==> config.mk <==
export PLATFORM = sky130hd
export DESIGN_NAME = timer_ctrl
export DESIGN_NICKNAME = d
export VERILOG_FILES = /design/src/rtl/timer_ctrl_pkg.sv /design/src/rtl/timer_ctrl_btn_conditioner.sv /design/src/rtl/timer_ctrl.sv
export SDC_FILE = /design/constraint.sdc
export NUM_CORES = 1
export LEC_CHECK = 0
export BUFFER_PORTS_ARGS = -buffer_cell sky130_fd_sc_hd__buf_2
export CAP_MARGIN = 15
export CORE_MARGIN = 2
export CORE_UTILIZATION = 45
export CTS_BUF_LIST = sky130_fd_sc_hd__clkbuf_4 sky130_fd_sc_hd__clkbuf_8
export DETAILED_ROUTE_END_ITERATION = 16
export PLACE_DENSITY_LB_ADDON = 0.3
export SKIP_LAST_GASP = 1
export SYNTH_ARGS = -nofsm -noshare
export SYNTH_HDL_FRONTEND = slang
export SYNTH_SLANG_ARGS = --single-unit
==> constraint.sdc <==
create_clock -name clock -period 2.6 [get_ports clock]
set_input_delay 0.13 -clock clock [delete_from_list [all_inputs] [get_ports clock]]
set_output_delay 0.13 -clock clock [all_outputs]
set_load 0.02 [all_outputs]
==> src/rtl/timer_ctrl_pkg.sv <==
// timer_ctrl_pkg: state encodings and widths shared by the timer control stage
// and the countdown stage. Rev 1.0
`default_nettype none

package timer_ctrl_pkg;

    localparam int SEC_W = 6;

    typedef enum logic [1:0] {
        ST_IDLE    = 2'd0,
        ST_RUNNING = 2'd1,
        ST_PAUSED  = 2'd2,
        ST_EXPIRED = 2'd3
    } state_t;

endpackage

`default_nettype wire

==> src/rtl/timer_ctrl_btn_conditioner.sv <==
// btn_conditioner: 2-FF synchroniser, counting debouncer and registered
// rising-edge pulse for one raw push-button. Rev 1.0
`default_nettype none

module btn_conditioner #(
    parameter int DB_CYCLES = 1_000_000
) (
    input  logic clock,
    input  logic reset_n,
    input  logic raw,
    output logic press
);

    localparam int CNT_W = $clog2(DB_CYCLES + 1);
    localparam logic [CNT_W-1:0] CNT_LAST = CNT_W'(DB_CYCLES - 1);

    logic             sync_q;
    logic             sync_qq;
    logic             level;
    logic             level_d;
    logic [CNT_W-1:0] cnt;

    always_ff @(posedge clock or negedge reset_n) begin
        if (!reset_n) begin
            sync_q  <= 1'b0;
            sync_qq <= 1'b0;
            level   <= 1'b0;
            level_d <= 1'b0;
            cnt     <= '0;
            press   <= 1'b0;
        end else begin
            sync_q  <= raw;
            sync_qq <= sync_q;
            // Level only follows the synchronised input after DB_CYCLES
            // consecutive disagreeing samples; any agreement restarts the run.
            if (sync_qq == level) begin
                cnt <= '0;
            end else if (cnt == CNT_LAST) begin
                level <= sync_qq;
                cnt   <= '0;
            end else begin
                cnt <= cnt + 1'b1;
            end
            level_d <= level;
            press   <= level & ~level_d;
        end
    end

endmodule

`default_nettype wire

==> src/rtl/timer_ctrl.sv <==
// timer_ctrl: conditions start/pause/restart buttons and runs the
// run/pause/expire FSM with the 1-per-second tick prescaler. Rev 1.0
`default_nettype none

module timer_ctrl
    import timer_ctrl_pkg::*;
#(
    parameter int TICK_DIV  = 100_000_000,
    parameter int DB_CYCLES = 1_000_000
) (
    input  logic             clock,
    input  logic             reset_n,
    input  logic             btn_start,
    input  logic             btn_pause,
    input  logic             btn_restart,
    input  logic [SEC_W-1:0] seconds_in,
    input  logic             at_zero,
    output logic             load,
    output logic [SEC_W-1:0] load_value,
    output logic             tick,
    output logic [1:0]       state_o,
    output logic             expired
);

    localparam int PRESC_W = $clog2(TICK_DIV);
    localparam logic [PRESC_W-1:0] PRESC_LAST = PRESC_W'(TICK_DIV - 1);

    logic               press_start;
    logic               press_pause;
    logic               press_restart;
    logic               do_start;
    logic               do_pause;
    logic               do_restart;
    state_t             state;
    logic [PRESC_W-1:0] presc;

    btn_conditioner #(.DB_CYCLES(DB_CYCLES)) u_start (
        .clock   (clock),
        .reset_n (reset_n),
        .raw     (btn_start),
        .press   (press_start)
    );

    btn_conditioner #(.DB_CYCLES(DB_CYCLES)) u_pause (
        .clock   (clock),
        .reset_n (reset_n),
        .raw     (btn_pause),
        .press   (press_pause)
    );

    btn_conditioner #(.DB_CYCLES(DB_CYCLES)) u_restart (
        .clock   (clock),
        .reset_n (reset_n),
        .raw     (btn_restart),
        .press   (press_restart)
    );

    assign do_restart = press_restart;
    assign do_pause   = press_pause & ~press_restart;
    assign do_start   = press_start & ~press_pause & ~press_restart;

    assign state_o = state;

    always_ff @(posedge clock or negedge reset_n) begin
        if (!reset_n) begin
            state      <= ST_IDLE;
            presc      <= '0;
            load       <= 1'b0;
            load_value <= '0;
            tick       <= 1'b0;
            expired    <= 1'b0;
        end else begin
            load <= 1'b0;
            tick <= 1'b0;
            unique case (state)
                ST_IDLE: begin
                    if (do_restart) begin
                        load       <= 1'b1;
                        load_value <= seconds_in;
                    end else if (do_start) begin
                        load       <= 1'b1;
                        load_value <= seconds_in;
                        presc      <= '0;
                        state      <= ST_RUNNING;
                    end
                end
                ST_RUNNING: begin
                    // at_zero is stale during the load cycle; the countdown
                    // stage only reflects the new value one cycle later.
                    if (do_restart) begin
                        load       <= 1'b1;
                        load_value <= seconds_in;
                        state      <= ST_IDLE;
                    end else if (at_zero && !load) begin
                        expired <= 1'b1;
                        state   <= ST_EXPIRED;
                    end else if (do_pause) begin
                        state <= ST_PAUSED;
                    end else if (presc == PRESC_LAST) begin
                        presc <= '0;
                        tick  <= 1'b1;
                    end else begin
                        presc <= presc + 1'b1;
                    end
                end
                ST_PAUSED: begin
                    if (do_restart) begin
                        load       <= 1'b1;
                        load_value <= seconds_in;
                        state      <= ST_IDLE;
                    end else if (do_start) begin
                        state <= ST_RUNNING;
                    end
                end
                ST_EXPIRED: begin
                    if (do_restart) begin
                        load       <= 1'b1;
                        load_value <= seconds_in;
                        expired    <= 1'b0;
                        state      <= ST_IDLE;
                    end
                end
            endcase
        end
    end

endmodule

`default_nettype wire

==> flow_metrics.py <==
metrics = {
    "final_layout": {
        "nets": 580,
        "multi_input_area_um2": 2380,
        "utilization_pct": 53.0,
        "fillCellCount": 996,
        "syn2layout_area_growth_pct": 14.2,
        "area.sequential_um2": 2830,
        "layout-drive-gt1-share_pct": 15.3,
        "antennaDiodeCount": 0,
        "layout.cells.non_filler": 718,
    },
    "worst_setup_path": {
        "r2r_slack_ps": 500,
        "timing.rr.end": "presc[11]$_DFFE_PN0P_",
        "rr_startpoint": "state_o[1]$_DFFE_PN0P_",
        "setup.worst_path.start": "state_o[1]$_DFFE_PN0P_",
        "worstPathArrival_ps": 2400,
        "critPathSlowestCell": "or4_4",
        "cp_data_required_time_ps": 2910,
        "rr_worst_depth": 5,
        "cp-start-kind": "flop",
        "endpoint": "presc[11]$_DFFE_PN0P_",
        "path_class": "reg2reg",
        "crit_fanout": 10,
        "worstPathCellList": "or3_4 -> or4_4 -> nor4b_2 -> xnor2_1 -> nor2_2",
        "cpPeakStageDelay_ps": 590,
        "critPathCaptureType": "flop",
    },
    "timing": {
        "period_share_pct": 80.6,
        "tns_ps": 0,
        "hold_viol": 0,
        "setup_viol": 0,
        "max_freq_mhz": 477,
        "worst_pin_slew_ps": 939,
        "period_needed_ps": 2100,
        "slew_headroom_pct": 37.4,
        "rsz0062_at_grt": "no",
        "drv_slew": 0,
        "skew_ps": 10.1,
    },
    "pwr": {
        "power_frac_comb_pct": 3.3,
        "leakagePower_nw": 2.68,
        "netSwitchingPower_w": 0.000754,
        "power_density_nw_per_um2": 572,
        "switching_share_pct": 21.7,
        "clkPwrFrac_pct": 45.0,
        "peakVddDrop_uv": 473,
        "seq_power_share_pct": 51.7,
        "internal_power_w": 0.00272,
    },
    "floorplanning": {
        "die_area_um2": 12700,
        "ios": 23,
        "start_util_pct": 46.4,
        "rows": 39,
        "core_area_um2": 11500,
        "die_width_um": 113,
        "die_h_um": 113,
    },
    "yosys": {
        "synth_compound_area_share_pct": 2.63,
        "synth_xor_area_share_pct": 12.3,
        "synth_fp_nets": 536,
        "synth_cells": 520,
        "synth_edf_count": 0,
        "postSynth.asyncResetShare_pct": 100,
        "yosysWarnings": 0,
        "syn_avg_cell_area_um2": 10.2,
        "netlist_area_um2": 5320,
        "yosys_most_used_dff": "dfrtp_1",
        "synth_top_family_by_area": "simple AND/OR/NAND/NOR gates",
        "ys_seq_elements": 113,
        "synthDistinctLibCells": 47,
        "seq_area_frac_synth_pct": 53.1,
        "synth_top_area_share_pct": 53.1,
        "synth.area.top_cells": "dfrtp_1 53%, xnor2_1 6.3%, nor2_1 6.2%",
        "synth_mux_area_share_pct": 1.90,
        "synth_top_area_cell": "dfrtp_1",
        "synth-simple-area-share_pct": 26.9,
        "synthAdderAreaFrac_pct": 0.941,
    },
    "clock_tree": {
        "cts_buffers": 17,
        "insertion_delay_ps": 430,
        "cts_max_level": 4,
        "cts.clk_slew.worst_paths_ps": 60,
        "cts_num_sinks": 113,
        "cts_root_buf": "clkbuf_8",
        "post_cts_buffers": 0,
        "clk_path_buf_depth": 2,
        "cts_tree": "done",
    },
    "route": {
        "ant_nets": 0,
        "wirelength_um": 9780,
        "avgViaCountPerCell": 5.32,
        "wl_per_cell_um": 13.6,
        "drc_errors": 0,
        "vias": 3821,
        "drt_iter0_markers": 242,
        "dr.pass1.iters": 4,
    },
    "global_route": {
        "grt_use_total_pct": 16.8,
        "grt_pass1_vias": 3786,
        "globalRouteOverflowTotal": 0,
        "antenna_found_initial": 0,
        "grt_pass1_wl_um": 17200,
        "grt_max_degree": 75,
    },
    "status": {
        "outcome": "complete, no violations",
    },
    "place": {
        "port_buffers": 22,
        "hpwl_um": 6530,
        "dp_cells": 678,
        "gp_congestion": 0.818,
    },
    "run": {
        "max-cap-violations": 0,
    },
    "hold_path": {
        "hp-class": "in2reg",
    },
}
what timing repair did:
| action | CTS | global route |
|---|---|---|
| resized for setup | 0 | 0 |
| endpoints found under the hold margin | 79 | 0 |
| hold buffers | 10 | 0 |
cell usage after synthesis (2+ instances only):
cell,number
nor3_1,14
buf_6,2
a21oi_1,4
nor4_1,10
and4_1,5
inv_1,10
o311ai_0,2
nor4b_1,4
mux2_2,9
nor2_1,88
nand2_1,38
nand4_1,20
clkbuf_1,10
nor3_2,2
dfrtp_1,113
o21ai_0,8
nand2b_1,5
nor2_2,5
o2bb2ai_1,2
nor4_2,3
and2_1,3
buf_2,3
ha_1,4
nand3b_1,2
nor2b_1,6
nand4b_1,2
or3_1,3
or4_1,2
or2_2,4
xnor2_1,38
and3_1,15
xor2_1,37
nand3_1,33
stage by stage:
stage	total power (W)	setup slack (ps)	area, µm²	hold WS [ps]
after global placement	0.00193	545	5600	239
after detailed placement	0.00193	512	5600	240
after global routing	0.00362	370	6080	254
final	0.00347	504	6080	237
after floorplan	0.00187	431	5320	-166
after CTS	0.00352	501	6080	209
power by group through the flow:
stage | logic [W] | clock network, W | registers (W)
floorplan | 0.0000401 | 0 | 0.00183
global placement | 0.000104 | 0 | 0.00183
detailed placement | 0.000106 | 0 | 0.00183
CTS | 0.000118 | 0.00161 | 0.00180
global route | 0.000132 | 0.00169 | 0.00180
finish | 0.000114 | 0.00156 | 0.00180
flip-flops by register name (all words and copies together), names as in the netlist, 2 cells and up:
signal,cells
state_o,2
load_value,6
u_start.cnt,20
u_restart.cnt,20
presc,27
u_pause.cnt,20
area by class of cell:
class,instances,share of cell area (%)
Sequential cell,113,46.5
Timing Repair Buffer,40,4.49
Clock inverter,5,0.865
Multi-Input combinational cell,382,39.2
Tap cell,143,2.94
Inverter,10,0.618
Clock buffer,25,5.35
worst max-delay path: cells and delay by family, from the launching register on:
kind	cells	cell delay, ps
simple gates	4	1340
flops	1	460
xor+xnor	1	170
kinds of logic after synthesis:
logic type	after synthesis
xor gates and xnor gates	75
and+or+nand+nor	272
muxes	9
DFF	113
buffers and inverters	25
AOI/OAI and AO/OA	22
adders and majority gates	4
metal layers:
layer | wire [µm] | GRT usage, % | vias up
met3 | 277 | 5.09 | 18
met1 | 4610 | 21.1 | 1865
met5 | 0 | 0 | -
met2 | 4710 | 26.9 | 66
li1 | - | - | 1872
met4 | 182 | 7.64 | 0
how the worst min path moves through the flow:
stage / startpoint / slack [ps] / endpoint / cells past startpoint
after global placement: btn_start / 240 / u_start.sync_q$_DFF_PN0_ / 1
final: at_zero / 240 / expired$_DFFE_PN0P_ / 4
after global routing: at_zero / 250 / expired$_DFFE_PN0P_ / 4
after floorplan: reset_n / -170 / expired$_DFFE_PN0P_ / 0
after CTS: at_zero / 210 / expired$_DFFE_PN0P_ / 4
after detailed placement: btn_restart / 240 / u_restart.sync_q$_DFF_PN0_ / 1
cell usage in the layout, fill, tap and decap left out, types with 4 or more instances in the layout:
master and n:
nor4b_1 4, nor2_2 5, xor2_1 37, nor2_1 88, mux2_2 9, nor2b_1 6
dfrtp_1 113, nor3_1 14, and3_1 15, o21ai_0 8, or2_2 4, a21oi_1 4
nand3_1 33, nand2b_1 5, nand2_1 38, nand4_1 20, and4_1 5, buf_4 9
dlygate4sd3_1 10, clkbuf_8 22, nor4_1 10, xnor2_1 38, ha_1 4, buf_2 21
inv_1 10
Note: power is estimated with default switching activity, not from simulation.
